===== src/rtl/vram_port_arbiter.sv =====
// Round-robin arbiter sharing VRAM port B among N_REQ requesters, with read-valid tracking.
// Define VRAM_ARB_LOCK_EN to enable burst locking through the lock inputs.
module vram_port_arbiter #(
  parameter int unsigned N_REQ  = 3,
  parameter int unsigned ADDR_W = 19,
  parameter int unsigned DATA_W = 3,
  parameter int unsigned RD_LAT = 2
) (
  input  logic                     clock,
  input  logic                     reset,
  input  logic [N_REQ-1:0]         req,
  input  logic [N_REQ-1:0]         we,
  input  logic [N_REQ*ADDR_W-1:0]  addr,
  input  logic [N_REQ*DATA_W-1:0]  wdata,
  input  logic [N_REQ-1:0]         lock,
  output logic [N_REQ-1:0]         gnt,
  output logic [N_REQ-1:0]         rvalid,
  output logic [DATA_W-1:0]        rdata,
  output logic [ADDR_W-1:0]        ram_address,
  output logic                     ram_wren,
  output logic [DATA_W-1:0]        ram_wdata,
  input  logic [DATA_W-1:0]        ram_rdata
);

  localparam int unsigned PtrW = (N_REQ > 1) ? $clog2(N_REQ) : 1;

  logic [PtrW-1:0]   ptr_q;
  logic [ADDR_W-1:0] ram_address_q;
  logic              ram_wren_q;
  logic [DATA_W-1:0] ram_wdata_q;
  logic [N_REQ-1:0]  rvalid_q;
  logic [RD_LAT-1:0] pv_q;
  logic [PtrW-1:0]   pid_q [RD_LAT];

  logic              rr_vld;
  logic [PtrW-1:0]   rr_idx;
  int unsigned       cand;
  logic              sel_vld;
  logic [PtrW-1:0]   sel_idx;
  logic [PtrW-1:0]   ptr_next;
  logic              use_owner;

  always_comb begin
    rr_vld = 1'b0;
    rr_idx = '0;
    cand   = 0;
    for (int unsigned i = 0; i < N_REQ; i++) begin
      cand = (32'(ptr_q) + i) % N_REQ;
      if (!rr_vld && req[cand[PtrW-1:0]]) begin
        rr_vld = 1'b1;
        rr_idx = cand[PtrW-1:0];
      end
    end
  end

`ifdef VRAM_ARB_LOCK_EN
  logic            owner_vld_q;
  logic [PtrW-1:0] owner_q;
  logic [12:0]     burst_q;    // saturates at 4096 consecutive owner grants
  logic            others_pending;

  always_comb begin
    others_pending = |(req & ~(N_REQ'(1) << owner_q));
    use_owner = owner_vld_q && req[owner_q] && lock[owner_q] &&
                !(burst_q[12] && others_pending);
  end
`else
  logic unused_lock;
  assign unused_lock = ^lock;
  assign use_owner   = 1'b0;
`endif

  always_comb begin
`ifdef VRAM_ARB_LOCK_EN
    sel_vld = use_owner ? 1'b1 : rr_vld;
    sel_idx = use_owner ? owner_q : rr_idx;
`else
    sel_vld = rr_vld;
    sel_idx = rr_idx;
`endif
    ptr_next = PtrW'((32'(sel_idx) + 1) % N_REQ);
    gnt      = (sel_vld && !reset) ? (N_REQ'(1) << sel_idx) : '0;
  end

  always_ff @(posedge clock) begin
    if (reset) begin
      ptr_q         <= '0;
      ram_address_q <= '0;
      ram_wren_q    <= 1'b0;
      ram_wdata_q   <= '0;
      rvalid_q      <= '0;
      pv_q          <= '0;
      for (int unsigned i = 0; i < RD_LAT; i++) pid_q[i] <= '0;
`ifdef VRAM_ARB_LOCK_EN
      owner_vld_q   <= 1'b0;
      owner_q       <= '0;
      burst_q       <= '0;
`endif
    end else begin
      ram_wren_q <= sel_vld & we[sel_idx];
      if (sel_vld) begin
        ram_address_q <= addr[32'(sel_idx)*ADDR_W +: ADDR_W];
        ram_wdata_q   <= wdata[32'(sel_idx)*DATA_W +: DATA_W];
      end
      if (sel_vld && !use_owner) ptr_q <= ptr_next;

      for (int unsigned i = RD_LAT - 1; i >= 1; i--) begin
        pv_q[i]  <= pv_q[i-1];
        pid_q[i] <= pid_q[i-1];
      end
      pv_q[0]  <= sel_vld & ~we[sel_idx];
      pid_q[0] <= sel_idx;
      rvalid_q <= pv_q[RD_LAT-1] ? (N_REQ'(1) << pid_q[RD_LAT-1]) : '0;

`ifdef VRAM_ARB_LOCK_EN
      if (use_owner) begin
        if (!burst_q[12]) burst_q <= burst_q + 13'd1;
      end else if (sel_vld && lock[sel_idx]) begin
        owner_vld_q <= 1'b1;
        owner_q     <= sel_idx;
        burst_q     <= 13'd1;
      end else begin
        owner_vld_q <= 1'b0;
        burst_q     <= '0;
      end
`endif
    end
  end

  assign ram_address = ram_address_q;
  assign ram_wren    = ram_wren_q;
  assign ram_wdata   = ram_wdata_q;
  assign rvalid      = rvalid_q;
  assign rdata       = ram_rdata;

endmodule

===== config.mk =====
export PLATFORM = sky130hd
export DESIGN_NAME = vram_port_arbiter
export DESIGN_NICKNAME = d
export VERILOG_FILES = /design/src/rtl/vram_port_arbiter.sv
export SDC_FILE = /design/constraint.sdc
export NUM_CORES = 1
export LEC_CHECK = 0
export BUFFER_PORTS_ARGS = -buffer_cell sky130_fd_sc_hd__buf_4
export CAP_MARGIN = 10
export CORE_ASPECT_RATIO = 1.75
export CORE_MARGIN = 5
export CORE_UTILIZATION = 42
export DETAILED_ROUTE_END_ITERATION = 6
export PLACE_DENSITY_LB_ADDON = 0.2
export SLEW_MARGIN = 20
export SYNTH_ARGS = -nofsm -noshare
export SYNTH_HDL_FRONTEND = slang
export SYNTH_SLANG_ARGS = --single-unit

===== constraint.sdc =====
create_clock -name clock -period 2.3 [get_ports clock]
set_input_delay 0.46 -clock clock [delete_from_list [all_inputs] [get_ports clock]]
set_output_delay 0.46 -clock clock [all_outputs]
set_load 0.005 [all_outputs]

# ---- Word level (Yosys, flattened, before mapping)
# Memory sizes are Yosys's and may differ from the RTL's.
# Cells that the tools add are included.
dict set report word_totals {
  rom_bits 0
  latchBits 0
  elab_cells 57
  mem_count 1
  out_inout_bits 32
  reg_bits 30
  ramBits 4
  inputBits 80
}
dict set report op_classes {
  order_cmp 4
  shifts 4
  n_mux 20
  multipliers 2
  bitwise 6
  addsub 3
  n_reduce_logical 7
  div 4
  eq_ne 0
}
# memory depth width read_ports rd_ports_with_merged_regs wr line
set memory_table {}
lappend memory_table {pid_q 2 2 2 0 2 33} ;# logic [PtrW-1:0] pid_q [RD_LAT];
# cell n
set ops {}
lappend ops {{$mod 32x2->32 const B} 3}
lappend ops {{$shiftx 57x8->19} 1}
lappend ops {{$mod 2x2->32 const B} 1}
lappend ops {{$lt 2x3->1 const B} 4}
lappend ops {{$mux 1} 10}
lappend ops {{$mux 2} 5}
lappend ops {{$shiftx 9x5->3} 1}
lappend ops {{$bmux 1 s2} 4}
lappend ops {{$mul 2x5->7 const B} 1}
lappend ops {{$add 2x1->3 const B} 2}
lappend ops {{$shl 1x2->3 const A} 2}
lappend ops {{$mul 2x2->4 const B} 1}
lappend ops {{$add 2x2->3 const B} 1}
lappend ops {{$logic_and 1x1->1} 3}
lappend ops {{$logic_not 1->1} 3}
lappend ops {{$mux 3} 1}
lappend ops {{$and 1x1->1} 2}
lappend ops {{$not 1->1} 2}
lappend ops {{$or 1x1->1} 2}
lappend ops {{$reduce_or 2->1} 1}

# ---- Longest topological paths before layout
dict set report depth {
  ltp_word 14
  ltp_mapped 10
  ltp_nobuf 7
}

# ---- Least setup slack after synthesis
# OpenSTA, ideal clock, no wires.
dict set report synth_path {
  path_type {register to output}
  from {register ptr_q[0]}
  to {output gnt[2]}
  stages_incl_launch_ff 11
  t_arrival_ns 1.912
  setup_slack_ns -0.072
  cell_sequence {dfxtp_1 inv_1 ha_1 clkbuf_2 and3b_1 o21ai_1 and3_1 buf_4 buf_6 nor2_1 nor3_1}
}
dict set report synth_via {
  elab_chain_len 12
  elab_cells_between_ends 24
  cone_classes {add/sub: 2; div: 3; shift: 1; mux: 13; reduce/logical: 5}
}
# element line
set synth_rtl {}
lappend synth_rtl {{start, declared} 27} ;# logic [PtrW-1:0] ptr_q;
lappend synth_rtl {{start signal, assigned} 105} ;# if (sel_vld && !use_owner) ptr_q <= ptr_next;
lappend synth_rtl {{parallel branches: the longest is 11 deep, another holds $mod 32x2->32} n/a}
lappend synth_rtl {{$mux 3 (*)} 82} ;# gnt = (sel_vld && !reset) ? (N_REQ'(1) << sel_idx) : '0;
lappend synth_rtl {{end, declared} 16} ;# output logic [N_REQ-1:0] gnt,
# Every way passes the cells marked *. The select of a mux whose other input is x is not followed.

# ---- Final worst setup path
# Same ends and word-level chain as after synthesis.

==> summary.txt <==
Status
  • Status: complete, but fails checks
  • Violated checks: setup timing

STA
  • Slew @ Worst Pin: 0.812 ns
  • Highest Clock Rate: 418 MHz
  • RSZ-0062 raised after global routing: true
  • Worst hold slack: just over 0.4 ns
  • Slew headroom: between 40% and 50%
  • Clk_skew: 0.00380 ns
  • Tmin final: approximately 2.4 ns
  • Final setup TNS: -0.245 ns
  • Post-route setup slack: -0.0917 ns
  • Setup Viol. Count Final: 3
  • Hold Vio Cnt, Final: 0
  • Max Transition Viols Final: 0
  • Crit share post-route: 104%

Critical path
  • Worst Path Required: 1.84 ns
  • Worst Setup Path Type: reg2out
  • R2r endpoint: ram_wren
  • R2r worst-path depth: 8
  • Worst reg2reg setup slack: ~0.14 ns
  • Crit. Startpoint: ptr_q[0]
  • Type of element launching the critical path: flip-flop
  • Critical Path Sink Type: output pin
  • R2R Path Start: ptr_q[1]
  • Crit path max fanout: 5
  • Crit path DAT: 1.93 ns

Drt
  • Vias: around 2,700
  • Final antenna-violating net count: 0
  • Total wire length: 8410 microns
  • Avg Vias per Cell: 5.94
  • Drt first pass iters: 4
  • Routed WL per cell: 18.7 microns
  • Initial drt markers: 116
  • DRC Markers: 0

Worst hold path
  • Hold Path Class: in2reg
  • Hold depth: 3
  • Hold_sp: addr[47]
  • Hold path endpoint: ram_address[9]

Yosys
  • Unique masters post-synth: 45
  • Mapped cell area: 0.00230 sq mm
  • Syn_nets: 356
  • Syn Area/Cell: 8.47 sq um
  • Seq/Total Area, Yosys: 29.5%
  • FF+latch count, synth: 34
  • Post-Synthesis Cells: 272
  • Ys Warns: 0

Final layout
  • Fin nets: 460
  • Area growth syn-to-layout: 48.2%
  • Fillers: 478
  • Diodes inserted: 0
  • Share of layout cells above drive strength 1: 44.6%
  • Final Non-Filler Cells: 451
  • Seq. cell area: 688 sq um
  • Area of the multi-input gates: 0.00138 sq mm

Floorplanning
  • Core outline area: around 0.0053 sq mm
  • IO Pins: 112
  • Std cell rows: 35
  • Die W: roughly 66 microns
  • Die area: 0.00712 sq mm
  • Initial Utilization: around 43%
  • Chip Height: 108 microns

Power and ir drop
  • Max VDD drop: 0.000612 V
  • Pwr Density: 1180 mW/mm^2
  • Leakage power figure: 1.52 nW

Placed design
  • Port Buffer Count: 102
  • Placed Cells: 438
  • Dpl ws: -0.0533 ns
  • Routability congestion estimate: 0.882
  • DP Wirelength: 5910 microns

CTS
  • CTS Sinks: 34
  • Clock buffer depth: 2
  • CTS clk-pin slew, worst paths: 0.08 ns
  • CTS tree: done
  • # hold bufs at CTS: 0
  • Root buf cell: clkbuf_8
  • Worst skew pair latency: 0.28 ns
  • CTS buffer count: 5
  • H-tree depth: 2

Job
  • Max cap viols: 0

Global route
  • Global-route wire length before repair: 13,300 microns
  • GRT Total Usage: 23.6%
  • Largest net degree at the start of global routing: 46
  • Total grt overflow: 0
  • Initial antenna violation count: 0
  • Vias in the first global route: 2,764
## what timing repair did
item | 4_1_cts | 5_1_grt
setup endpoints to repair | 4 | 6
buffers inserted | 4 | 1
gates resized for setup | 15 | 6
pin swaps | 8 | 4
## state kept, by name (all words and copies together), names as in the netlist
name         count
pv_q             2
ram_wdata        3
ptr_q            2
rvalid           3
ram_wren         1
pid_q            4
ram_address     19
## report_power, final
part,leakage [nW],internal [mW],switching (mW)
Clock,0.0683,0.434,0.238
Sequential,0.282,0.796,0.123
Combinational,1.17,1.07,1.36
## placed cells by master (no fill, tap or decap), types with 3 or more instances in the layout
cell type	Yosys	final
buf_4	6	132
dfxtp_1	34	32
inv_1	29	27
nand3_1	24	24
a32oi_1	24	24
nand4_1	23	23
a211oi_1	23	23
o2111ai_1	22	22
clkbuf_8	0	5
nand2b_1	4	4
nor2b_1	4	4
o21ai_0	3	3
nor3b_1	3	3
## through the flow
| stage | utilization (%) | area (sq um) | power (mW) |
|---|---|---|---|
| after floorplan | - | 2320 | 2.34 |
| after global placement | 59.6 | 3160 | 3.10 |
| after detailed placement | 59.6 | 3160 | 3.14 |
| after CTS | 63.8 | 3380 | 3.95 |
| after global routing | 64.4 | 3410 | 4.27 |
| final | 64.4 | 3410 | 4.03 |
## Yosys cell counts (all sizes together)
cell	n	area (sq um)
nand4	23	144
a32o	2	22.5
a211oi	23	173
ha	4	50.1
o32ai	1	8.76
or4	1	7.51
and4bb	1	12.5
o21bai	1	7.51
a32oi	25	226
nor3	4	20.0
nand3	24	120
nand2	2	7.51
a21o	1	7.51
and3	1	6.26
nand2b	4	25.0
a21oi	1	8.76
and3b	1	8.76
o2111ai	23	208
clkbuf	18	68.8
o21a	2	22.5
mux2i	3	33.8
nand3b	2	15.0
nor2	5	21.3
a211o	1	8.76
buf	18	149
nor2b	4	25.0
o21ai	6	33.8
inv	29	109
nor4b	1	8.76
and2	1	6.26
nor3b	3	22.5
a21boi	1	7.51
or2	1	6.26
nor4	1	21.3
dfxtp	34	681
## cell type report
cell class | count | area share (%)
Multi-Input combinational cell | 173 | 40.4
Timing Repair Buffer | 133 | 29.4
Sequential cell | 34 | 20.2
Inverter | 29 | 3.34
Tap cell | 74 | 2.71
Clock buffer | 5 | 2.02
Clock inverter | 3 | 2.02
## routing by layer
layer / vias to the layer above / track usage, % / part of all wire (%)
li1: 1278 / - / -
met1: 1290 / 26.7 / 36
met2: 95 / 43.4 / 57
met3: 18 / 2.60 / 4.5
met4: 0 / 10.2 / 2.5
met5: - / 0 / 0
## logic make-up (layout without fill, tap and decap cells)
logic type / after synthesis / count (layout) / share of synthesized area (%)
AO/OA/AOI/OAI: 87 / 87 / 31.9
adder cells (fa/ha/maj): 4 / 4 / 2.17
AND/OR/NAND/NOR: 79 / 79 / 20.8
buffers and inverters: 65 / 170 / 14.2
flip-flops: 34 / 34 / 29.5
multiplexers: 3 / 3 / 1.47
## worst max-delay path by stage
| stage | endpoint | slack, ns |
|---|---|---|
| 3_5_place_dp | gnt[2] | -0.05 |
| 5_1_grt | gnt[2] | -0.19 |
| 6_report | gnt[2] | -0.09 |
| 3_3_place_gp | gnt[2] | -0.01 |
| 4_1_cts | gnt[2] | -0.09 |
| 2_1_floorplan | gnt[2] | 0.004 |
## critical path, stage by stage, from the launching register on
cell and delay [ns]:
dfxtp_4 0.39, inv_4 0.05, ha_4 0.28, and4bb_2 0.24, o21ai_2 0.13, and3_4 0.24, nor2_4 0.05, nor3_2 0.12
buf_4 0.13
Power figures use the tool's default switching activity.
